==> config.mk <==
export PLATFORM = sky130hd
export DESIGN_NAME = ram8_arbiter
export DESIGN_NICKNAME = d
export VERILOG_FILES = /design/src/rtl/ram8_arbiter.sv
export SDC_FILE = /design/constraint.sdc
export NUM_CORES = 1
export LEC_CHECK = 0
export ABC_AREA = 1
export CORE_MARGIN = 1
export CORE_UTILIZATION = 30
export CTS_BUF_LIST = sky130_fd_sc_hd__clkbuf_16
export CTS_CLUSTER_DIAMETER = 80
export CTS_CLUSTER_SIZE = 14
export DETAILED_ROUTE_END_ITERATION = 8
export GPL_TIMING_DRIVEN = 0
export HOLD_SLACK_MARGIN = 0.12
export PLACE_DENSITY_LB_ADDON = 0.12
export RECOVER_POWER = 100
export SYNTH_ARGS = -nofsm -noshare
export SYNTH_HDL_FRONTEND = slang
export SYNTH_SLANG_ARGS = --single-unit
export TNS_END_PERCENT = 1
==> constraint.sdc <==
create_clock -name clk -period 2.3 [get_ports clk]
set_input_delay 0.46 -clock clk [delete_from_list [all_inputs] [get_ports clk]]
set_output_delay 0.46 -clock clk [all_outputs]
set_load 0.1 [all_outputs]
==> src/rtl/ram8_arbiter.sv <==
// Round-robin arbiter and sequencer sharing one ram8 between two ports.
// One full read or write per grant; registered ram output adds a READ cycle.
module ram8_arbiter #(
   parameter int DATA_W = 16,
   parameter int ADDR_W = 3
) (
   input  logic              clk,
   input  logic              reset,
   input  logic              req_p0,
   input  logic              we_p0,
   input  logic [ADDR_W-1:0] addr_p0,
   input  logic [DATA_W-1:0] wdata_p0,
   output logic              ack_p0,
   output logic [DATA_W-1:0] rdata_p0,
   input  logic              req_p1,
   input  logic              we_p1,
   input  logic [ADDR_W-1:0] addr_p1,
   input  logic [DATA_W-1:0] wdata_p1,
   output logic              ack_p1,
   output logic [DATA_W-1:0] rdata_p1,
   output logic [DATA_W-1:0] mem_in,
   output logic [ADDR_W-1:0] mem_address,
   output logic              mem_load,
   input  logic [DATA_W-1:0] mem_out,
   output logic              busy
);

   typedef enum logic [1:0] {
      IDLE,
      ACCESS,
      READ,
      RESP
   } state_t;

   state_t            state;
   state_t            state_nx;
   logic              last_grant;
   logic              grant_q;
   logic              we_q;
   logic [ADDR_W-1:0] addr_q;
   logic [DATA_W-1:0] wdata_q;
   logic              grant;
   logic              take;

   always_ff @(posedge clk or posedge reset) begin
      if (reset) begin
         state <= IDLE;
      end else begin
         state <= state_nx;
      end
   end

   // on a tie the port that did not win last time gets the grant
   always_comb begin
      state_nx = state;
      grant    = 1'b0;
      take     = 1'b0;
      unique case (state)
         IDLE: begin
            if (req_p0 && req_p1) begin
               grant = ~last_grant;
               take  = 1'b1;
            end else if (req_p0) begin
               grant = 1'b0;
               take  = 1'b1;
            end else if (req_p1) begin
               grant = 1'b1;
               take  = 1'b1;
            end
            if (take) begin
               state_nx = ACCESS;
            end
         end
         ACCESS: state_nx = we_q ? RESP : READ;
         READ:   state_nx = RESP;
         RESP:   state_nx = IDLE;
         default: state_nx = IDLE;
      endcase
   end

   always_ff @(posedge clk or posedge reset) begin
      if (reset) begin
         last_grant <= 1'b1;
         grant_q    <= 1'b0;
         we_q       <= 1'b0;
         addr_q     <= '0;
         wdata_q    <= '0;
      end else if (take) begin
         last_grant <= grant;
         grant_q    <= grant;
         we_q       <= grant ? we_p1 : we_p0;
         addr_q     <= grant ? addr_p1 : addr_p0;
         wdata_q    <= grant ? wdata_p1 : wdata_p0;
      end
   end

   always_ff @(posedge clk or posedge reset) begin
      if (reset) begin
         rdata_p0 <= '0;
         rdata_p1 <= '0;
      end else if (state == READ) begin
         if (grant_q) begin
            rdata_p1 <= mem_out;
         end else begin
            rdata_p0 <= mem_out;
         end
      end
   end

   // decoded from state so reset removes the write strobe immediately
   assign mem_load    = (state == ACCESS) && we_q;
   assign mem_address = addr_q;
   assign mem_in      = wdata_q;
   assign ack_p0      = (state == RESP) && !grant_q;
   assign ack_p1      = (state == RESP) && grant_q;
   assign busy        = (state != IDLE);

endmodule
==> metrics <==
status=complete, no violations; clk_skew=between 0.01 and 0.015 ns; delay-heaviest family, CP=buffers and inverters; synth cell count leaders=103 x nand2_1, 65 x inv_1, 55 x dfrtp_1; grt ovf=0; setup slack after layout=0.03965 ns; CTS clk-pin slew, worst paths=0.07 ns; vias=roughly 2400; Clock Latency Late Sink=between 0.2 and 0.3 ns; Syn Std Cell Area=2645 sq um; cell count along the critical path=1; Crit path largest cell delay=1.14 ns; Mean Syn Cell Area=approximately 8.0 sq um; Max-Cap Viols=0; post-synthesis mux area share=0; most common cell in the netlist=nand2_1; type of the most critical hold path=register to register; IO Port Bufs=114; GRT Overall Usage=0.1550; Routed WL per cell=around 12 um; Critical-path top delay cell=clkdlybuf4s50_1; largest net degree at the start of global routing=35; I/O pin cnt=between 100 and 150; H-tree Lvls=2; via/cell ratio=4.285; post-synth top area cell=dfrtp_1; first-pass GRT wire length=around 11000 um; R2R depth=9; largest family of logic cells by synthesized area=simple AND/OR/NAND/NOR gates; Syn Nets=between 300 and 400; sum of buffers and inverters on the critical path=1; Die ar.=just over 9000 sq um; TritonCTS Buffers=5; CP Max Fanout=2; area grow syn2layout=52.74%; vias in the first global route=2327; ANT cells=0; Synth Area in Compound Gates=0.07237; Synth Flop Type=dfrtp_1; hold depth=2; critical path capture point type=output pin; Initial Util=0.3156; clock tree root driver cell=clkbuf_16; row count=33; area of the core=roughly 8400 sq um; Synth Area in Adders=0.02365; Post-DP HPWL=just over 5000 um; xor/xnor share of the synthesized area=0; initial antenna violation count=0; RSZ-0062 raised after global routing=no; sequential area share after synthesis=0.5303; Netlist cell types=15; fin crit share=0.9828; share of layout cells above drive strength 1=0.05973; DR pass1 iterations=4; Post-synth EDFFs=0; Mapped Cells=around 330; crit start category=register; Area contributors post-synth=dfrtp_1 52%, nand2_1 15%, inv_1 9.2%; synthesized flop and latch total=56; crit path time final=~2.3 ns; fraction of the mapped netlist area in simple logic gates=0.2313; die span in y=approximately 96 um; Hold Vio Cnt, Final=0; CTS tree=done; pins over their slew limit=0; CTS Buffer Depth=2; Die X-Extent=roughly 96 um; Synthesis Warnings=0; antenna viol nets, final=0; CP cell instances=clkdlybuf4s50_1; worst path required time=between 1.5 and 2 ns; top cell type's share of synthesized area=0.5203; hold-fix buffers at CTS=0; Sum Neg Setup Slack=0 ns; Post CTS Setup Buffer Count=0; Worst Tran Pin Value=about 1.2 ns; Post-synth ARST share=1.000; CTS Sinks=between 50 and 60; CP Data Arrival Time=around 1.8 ns; fmax=approximately 0.44 GHz; max_slew headroom=0.2108; total routed wirelength=6732 um; Initial DRC Count=40; Final #Nets=around 520; GPL Wtd Cong=0.7766; Residual DRC=0; pre-CTS setup slack=-0.1504 ns; Post-CTS Resized=12; final setup fails=0; WS Path Type=register to output pin
==> worst paths after layout <==
path | start | to | slack (ns)
worst max register to register | state[0]$_DFFE_PP0P_ | mem_in[10]$_DFFE_PP0P_ | 0.46
min in group asynchronous | reset | rdata_p0[6]$_DFFE_PP0P_ | 0.80
worst min register to register | last_grant$_DFFE_PP1P_ | last_grant$_DFFE_PP1P_ | 0.46
max in group asynchronous | reset | mem_in[12]$_DFFE_PP0P_ | 0.43
worst max-delay path | rdata_p0[7]$_DFFE_PP0P_ | rdata_p0[7] | 0.04
worst min-delay path | last_grant$_DFFE_PP1P_ | last_grant$_DFFE_PP1P_ | 0.46
==> state kept, by name, indices dropped and copies added, names as in the netlist <==
signal,flops
state,2
rdata_p0,16
mem_address,3
rdata_p1,16
we_q,1
grant_q,1
last_grant,1
mem_in,16
==> cell type report <==
cell class	instances	area (sq um)
fillers	864	4342
flip-flops and latches	56	1403
repair buffers	115	1141
multi-input cells	189	865.8
inverters	68	255.2
well taps	105	131.4
clock buffers	5	125.1
plain buffers	16	98.84
clock inverters	3	20.02
==> cells by family after synthesis <==
group / count (synthesis)
simple gates: 148
compound gates: 36
flops: 56
fa+ha+maj: 5
buf+inv: 84
==> stage by stage <==
stage,hold slack (ns),instance area (sq um),utilization,cells
after CTS,0.4636,4090,0.4880,557
final,0.4636,4040,0.4820,557
after global placement,0.4498,3920,0.4677,548
after detailed placement,0.4510,3940,0.4701,549
after global routing,0.4963,4040,0.4820,557
after floorplan,0.4423,2648,-,329
==> placed cells by master, fill, tap and decap left out, types with 5 or more instances in the layout <==
cell type	n
clkdlybuf4s50_1	107
nand2_1	104
inv_1	67
dfrtp_1	55
nand3_1	41
o21ai_0	35
clkbuf_1	9
ha_1	5
clkbuf_16	5
==> routing by layer <==
metal	vias to the layer above	track usage	part of all wire	wire length, um
met5	-	0	0	0
met4	0	0.03358	0.0061	41
met3	4	0.03476	0.062	416
met2	65	0.2506	0.47	3141
met1	1085	0.2122	0.47	3133
li1	1233	-	-	-
Power is left out: the tool's default activity adds up to more than one toggle a clock period on the data nets, which glitch-free logic cannot reach.
==> RTL edit 1, RTL diff (config.mk and constraints unchanged) <==
Re-encode `state_t` (4 states) as one-hot, 4 bits wide.
--- a/src/rtl/ram8_arbiter.sv
+++ b/src/rtl/ram8_arbiter.sv
@@ -25,11 +25,11 @@
    output logic              busy
 );
 
-   typedef enum logic [1:0] {
-      IDLE,
-      ACCESS,
-      READ,
-      RESP
+   typedef enum logic [3:0] {
+      IDLE   = 4'b0001,
+      ACCESS = 4'b0010,
+      READ   = 4'b0100,
+      RESP   = 4'b1000
    } state_t;
 
    state_t            state;
Formal check against the unedited RTL: same outputs for any inputs over 10 cycles, from zero or initial values and one cycle with reset high; not proved beyond that.
==> RTL edit 1 against the unedited design <==
Register-to-register slack lost 0.07 ns; critical path depth is the same; setup slack lost 0.011 ns; first-iteration DRC count grew 70%; utilization shrank 0.42 points; sequential cell count grew 2; design area shrank 0.87%; synthesized area grew 0.47%; routed wire length grew 4.0%; highest routed layer unchanged.
Power is left out: the tool's default activity adds up to more than one toggle a clock period on the data nets, which glitch-free logic cannot reach.
==> RTL edit 1: results (changes against the unedited design) <==
initial antenna violation count: 1 (was 0)
pre-CTS WS: -0.410 ns (was -0.150 ns)
Met3 Wirelength: 631 um (was 416 um)
relative max-transition margin: 0.209 (was 0.211)
largest net degree at the start of global routing: 34 (was 35)
Worst Skew: 0.00606 ns (was 0.0119 ns)
count leader, synth: nand2_1 (unchanged)
M1 WL: 3260 um (was 3130 um)
Synth Net Count: 408 (was 394)
Routed WL per cell: 12.0 um (was 12.1 um)
Final Wtd Congestion: 0.706 (was 0.777)
period utilization: 0.987 (was 0.983)
Vias per Instance: 4.31 (was 4.29)
Clock transition at path regs: 0.05 ns (was 0.07 ns)
reg2reg setup slack: 0.39 ns (was 0.46 ns)
RR Endpoint: rdata_p1[0] (was mem_in[10])
status: finished, final reports clean (unchanged)
CTS buffer count: 9 (was 5)
Critical Path Source: rdata_p0[15] (was rdata_p0[7])
Crit Reg-Reg Startpoint: state[1] (was state[0])
met2 wire len: 3010 um (was 3140 um)
H-tree Lvls: 3 (was 2)
Worst R2R Path Depth: 6 (was 9)
vias in the first global route: 2,439 (was 2,327)
Synth top cells by count: nand2_1 (153), dfrtp_1 (56), nor2_1 (45), o21ai_0 (35), inv_1 (30) (was nand2_1 (103), inv_1 (65), dfrtp_1 (55), nand3_1 (41), o21ai_0 (35))
detailed placement HPWL: 4890 um (was 5070 um)
Synth cell types: 16 (was 15)
WHS: 0.454 ns (was 0.464 ns)
Setup crit end: rdata_p0[15] (was rdata_p0[7])
first-pass GRT wire length: 11,500 um (was 11,000 um)
Final #Nets: 534 (was 516)
CTS Root Cell: clkbuf_16 (unchanged)
Detailed Route Iter0 Violations: 68 (was 40)
[RTL edit 1: per-layer routing]
metal | vias to the layer above | track usage
met5 | - | 0
met4 | 0 | 0.0734
met3 | 9 | 0.0569
met2 | 87 | 0.250
met1 | 1122 | 0.214
li1 | 1306 | -
[RTL edit 1: area by class of cell]
class | instances | area [um^2]
well taps | 105 | 131
inverters | 31 | 116
multi-input cells | 243 | 987
plain buffers | 16 | 67.6
diodes | 1 | 2.50
fillers | 918 | 4380
repair buffers | 115 | 960
clock buffers | 9 | 225
flip-flops and latches | 58 | 1450
clock inverters | 7 | 61.3
[RTL edit 1: stage by stage]
stage,instance area (um^2),instances,util
floorplan,2660,348,-
global placement,3930,567,0.469
detailed placement,3950,568,0.472
CTS,4240,584,0.505
global route,4010,585,0.478
finish,4010,585,0.478
[RTL edit 1: logic make-up after synthesis]
| logic type | synth area share |
|---|---|
| flops | 0.547 |
| compound gates | 0.0659 |
| simple gates | 0.311 |
| buf+inv | 0.0758 |
[RTL edit 1: worst min path at each step]
stage / end / from
after floorplan: state[2] / we_q
after global placement: state[2] / we_q
after detailed placement: state[2] / we_q
after CTS: state[2] / we_q
after global routing: state[2] / we_q
final: state[2] / we_q
[RTL edit 1: repair_timing]
action,CTS,global route
setup endpoints to repair,4,32
setup buffers,0,0
resized for setup,13,35
hold buffers,0,0
pin swaps,0,0
==> RTL edit 2, RTL diff (config.mk and constraints unchanged) <==
Made on the original files. Set the parameter `ADDR_W` to 4 (it was 3).
--- a/src/rtl/ram8_arbiter.sv
+++ b/src/rtl/ram8_arbiter.sv
@@ -2,7 +2,7 @@
 // One full read or write per grant; registered ram output adds a READ cycle.
 module ram8_arbiter #(
    parameter int DATA_W = 16,
-   parameter int ADDR_W = 3
+   parameter int ADDR_W = 4
 ) (
    input  logic              clk,
    input  logic              reset,
Ports: changed (resized addr_p0, addr_p1 and mem_address); port bits go from 115 to 118. No check against the original RTL was run, so the function may have changed too.
==> RTL edit 2 against the unedited design <==
Clock skew shrank 0.0056 ns; routed wire length is 1.0% higher; synthesized area is 1.8% higher; count of clock-buffer cells in the layout increased by 4; sequential cell count is 1 higher; first-iteration DRC count shrank 48%; design area grew 2.1%; setup slack worse by 0.014 ns; critical path depth is the same; highest routed layer unchanged; critical path type unchanged.
Power is left out: the tool's default activity adds up to more than one toggle a clock period on the data nets, which glitch-free logic cannot reach.
==> RTL edit 2: results (changes against the unedited design) <==
n_diodes: 0 (unchanged)
synth top area cells: dfrtp_1 (52%), nand2_1 (15%), inv_1 (9.1%), nand3_1 (8.0%), o21ai_0 (5.8%) (was dfrtp_1 (52%), nand2_1 (15%), inv_1 (9.2%), nand3_1 (7.8%), o21ai_0 (6.6%))
Final #Nets: 533 (was 516)
Worst Skew: 0.00635 ns (was 0.0119 ns)
largest net degree at the start of global routing: 39 (was 35)
setup violation total in the final timing report: 0 (unchanged)
Synth Area in XOR/XNOR: 0 (unchanged)
class of the worst hold path: flip-flop to flip-flop (unchanged)
Hold Fails Final Rpt: 0 (unchanged)
Synth top cells by count: nand2_1 (106), inv_1 (65), dfrtp_1 (56), nand3_1 (43), o21ai_0 (31) (was nand2_1 (103), inv_1 (65), dfrtp_1 (55), nand3_1 (41), o21ai_0 (35))
GRT Overall Usage: 0.155 (about the same)
Setup Buffers After CTS: 0 (unchanged)
Max stage delay on crit path: 1.14 ns (about the same)
CTS buffer count: 9 (was 5)
worst-margin pin slew: 1.22 ns (was 1.19 ns)
Clock transition at path regs: 0.05 ns (was 0.07 ns)
clock tree buffer depth: 2 (unchanged)
initial antenna violation count: 0 (unchanged)
wirelength, routed: 6800 um (was 6730 um)
Adder-Cell Fraction of Synth Area: 0.0232 (was 0.0237)
Synth Area in Compound Gates: 0.0711 (was 0.0724)
share of layout cells above drive strength 1: 0.0702 (was 0.0597)
first-pass GRT wire length: 11,600 um (was 11,000 um)
# resized after CTS: 12 (unchanged)
CP max FO: 2 (unchanged)
dpl cell area: 4020 um^2 (was 3940 um^2)
YS warnings: 0 (unchanged)
Detailed Route Iter0 Violations: 21 (was 40)
Placed Cells: 563 (was 549)
CTS Root Cell: clkbuf_16 (unchanged)
met2 Usage GRT: 0.243 (was 0.251)
Arr. time, crit path: 1.81 ns
Post-Syn Instances: 337 (was 329)
met1 Resource Use GR: 0.192 (was 0.212)
Vias per Instance: 4.30 (was 4.29)
detailed placement HPWL: 4900 um (was 5070 um)
post-synthesis sequential area ratio: 0.530 (about the same)
slowest CP cell: clkdlybuf4s50_1 (unchanged)
vias in the first global route: 2,512 (was 2,327)
post-synthesis mux area share: 0 (unchanged)
Clk Latency, worst-skew pair: 0.32 ns (was 0.29 ns)
Synth cell types: 18 (was 15)
status: finished, final reports clean (unchanged)
I/O Buffers: 117 (was 114)
WHS: 0.465 ns (was 0.464 ns)
Crit path max-delay family: buffers and inverters (unchanged)
FFs w/ async S/R, synth: 1.00 (unchanged)
reg2reg setup slack: 0.29 ns (was 0.46 ns)
M3 GR Usage: 0.0506 (was 0.0348)
Routed WL per cell: 11.8 um (was 12.1 um)
pre-CTS WS: -0.187 ns (was -0.150 ns)
Synth Net Count: 404 (was 394)
H-tree Lvls: 3 (was 2)
drt pass-1 iters: 4 (unchanged)
Fmax: 440 MHz (was 442 MHz)
Final Wtd Congestion: 0.723 (was 0.777)
## RTL edit 2: cell types whose count changed after synthesis, sizes merged
cell    before  now
clkinv       0    1
dfrtp       55   56
inv         68   69
nand2      105  108
nand3       41   43
## RTL edit 2: worst paths after layout
kind	startpoint	cells after the start	end
worst max-delay path	mem_in[4]	1	mem_in[4]
worst min-delay path	last_grant	2	last_grant
worst max register to register	state[0]	7	mem_in[7]
worst min register to register	last_grant	2	last_grant
max in group asynchronous	reset	3	rdata_p1[4]
min in group asynchronous	reset	2	mem_in[0]
## RTL edit 2: final cells by class
cell class,count,area (um^2)
clock inverters,6,50.0
inverters,70,267
well taps,108,135
clock buffers,9,225
flip-flops and latches,57,1430
multi-input cells,194,876
fillers,919,4600
plain buffers,16,86.3
repair buffers,118,1060
## RTL edit 2: routing by layer
| layer | vias up | part of all wire |
|---|---|---|
| li1 | 1282 | - |
| met1 | 1113 | 0.47 |
| met2 | 83 | 0.44 |
| met3 | 10 | 0.070 |
| met4 | 0 | 0.016 |
| met5 | - | 0 |
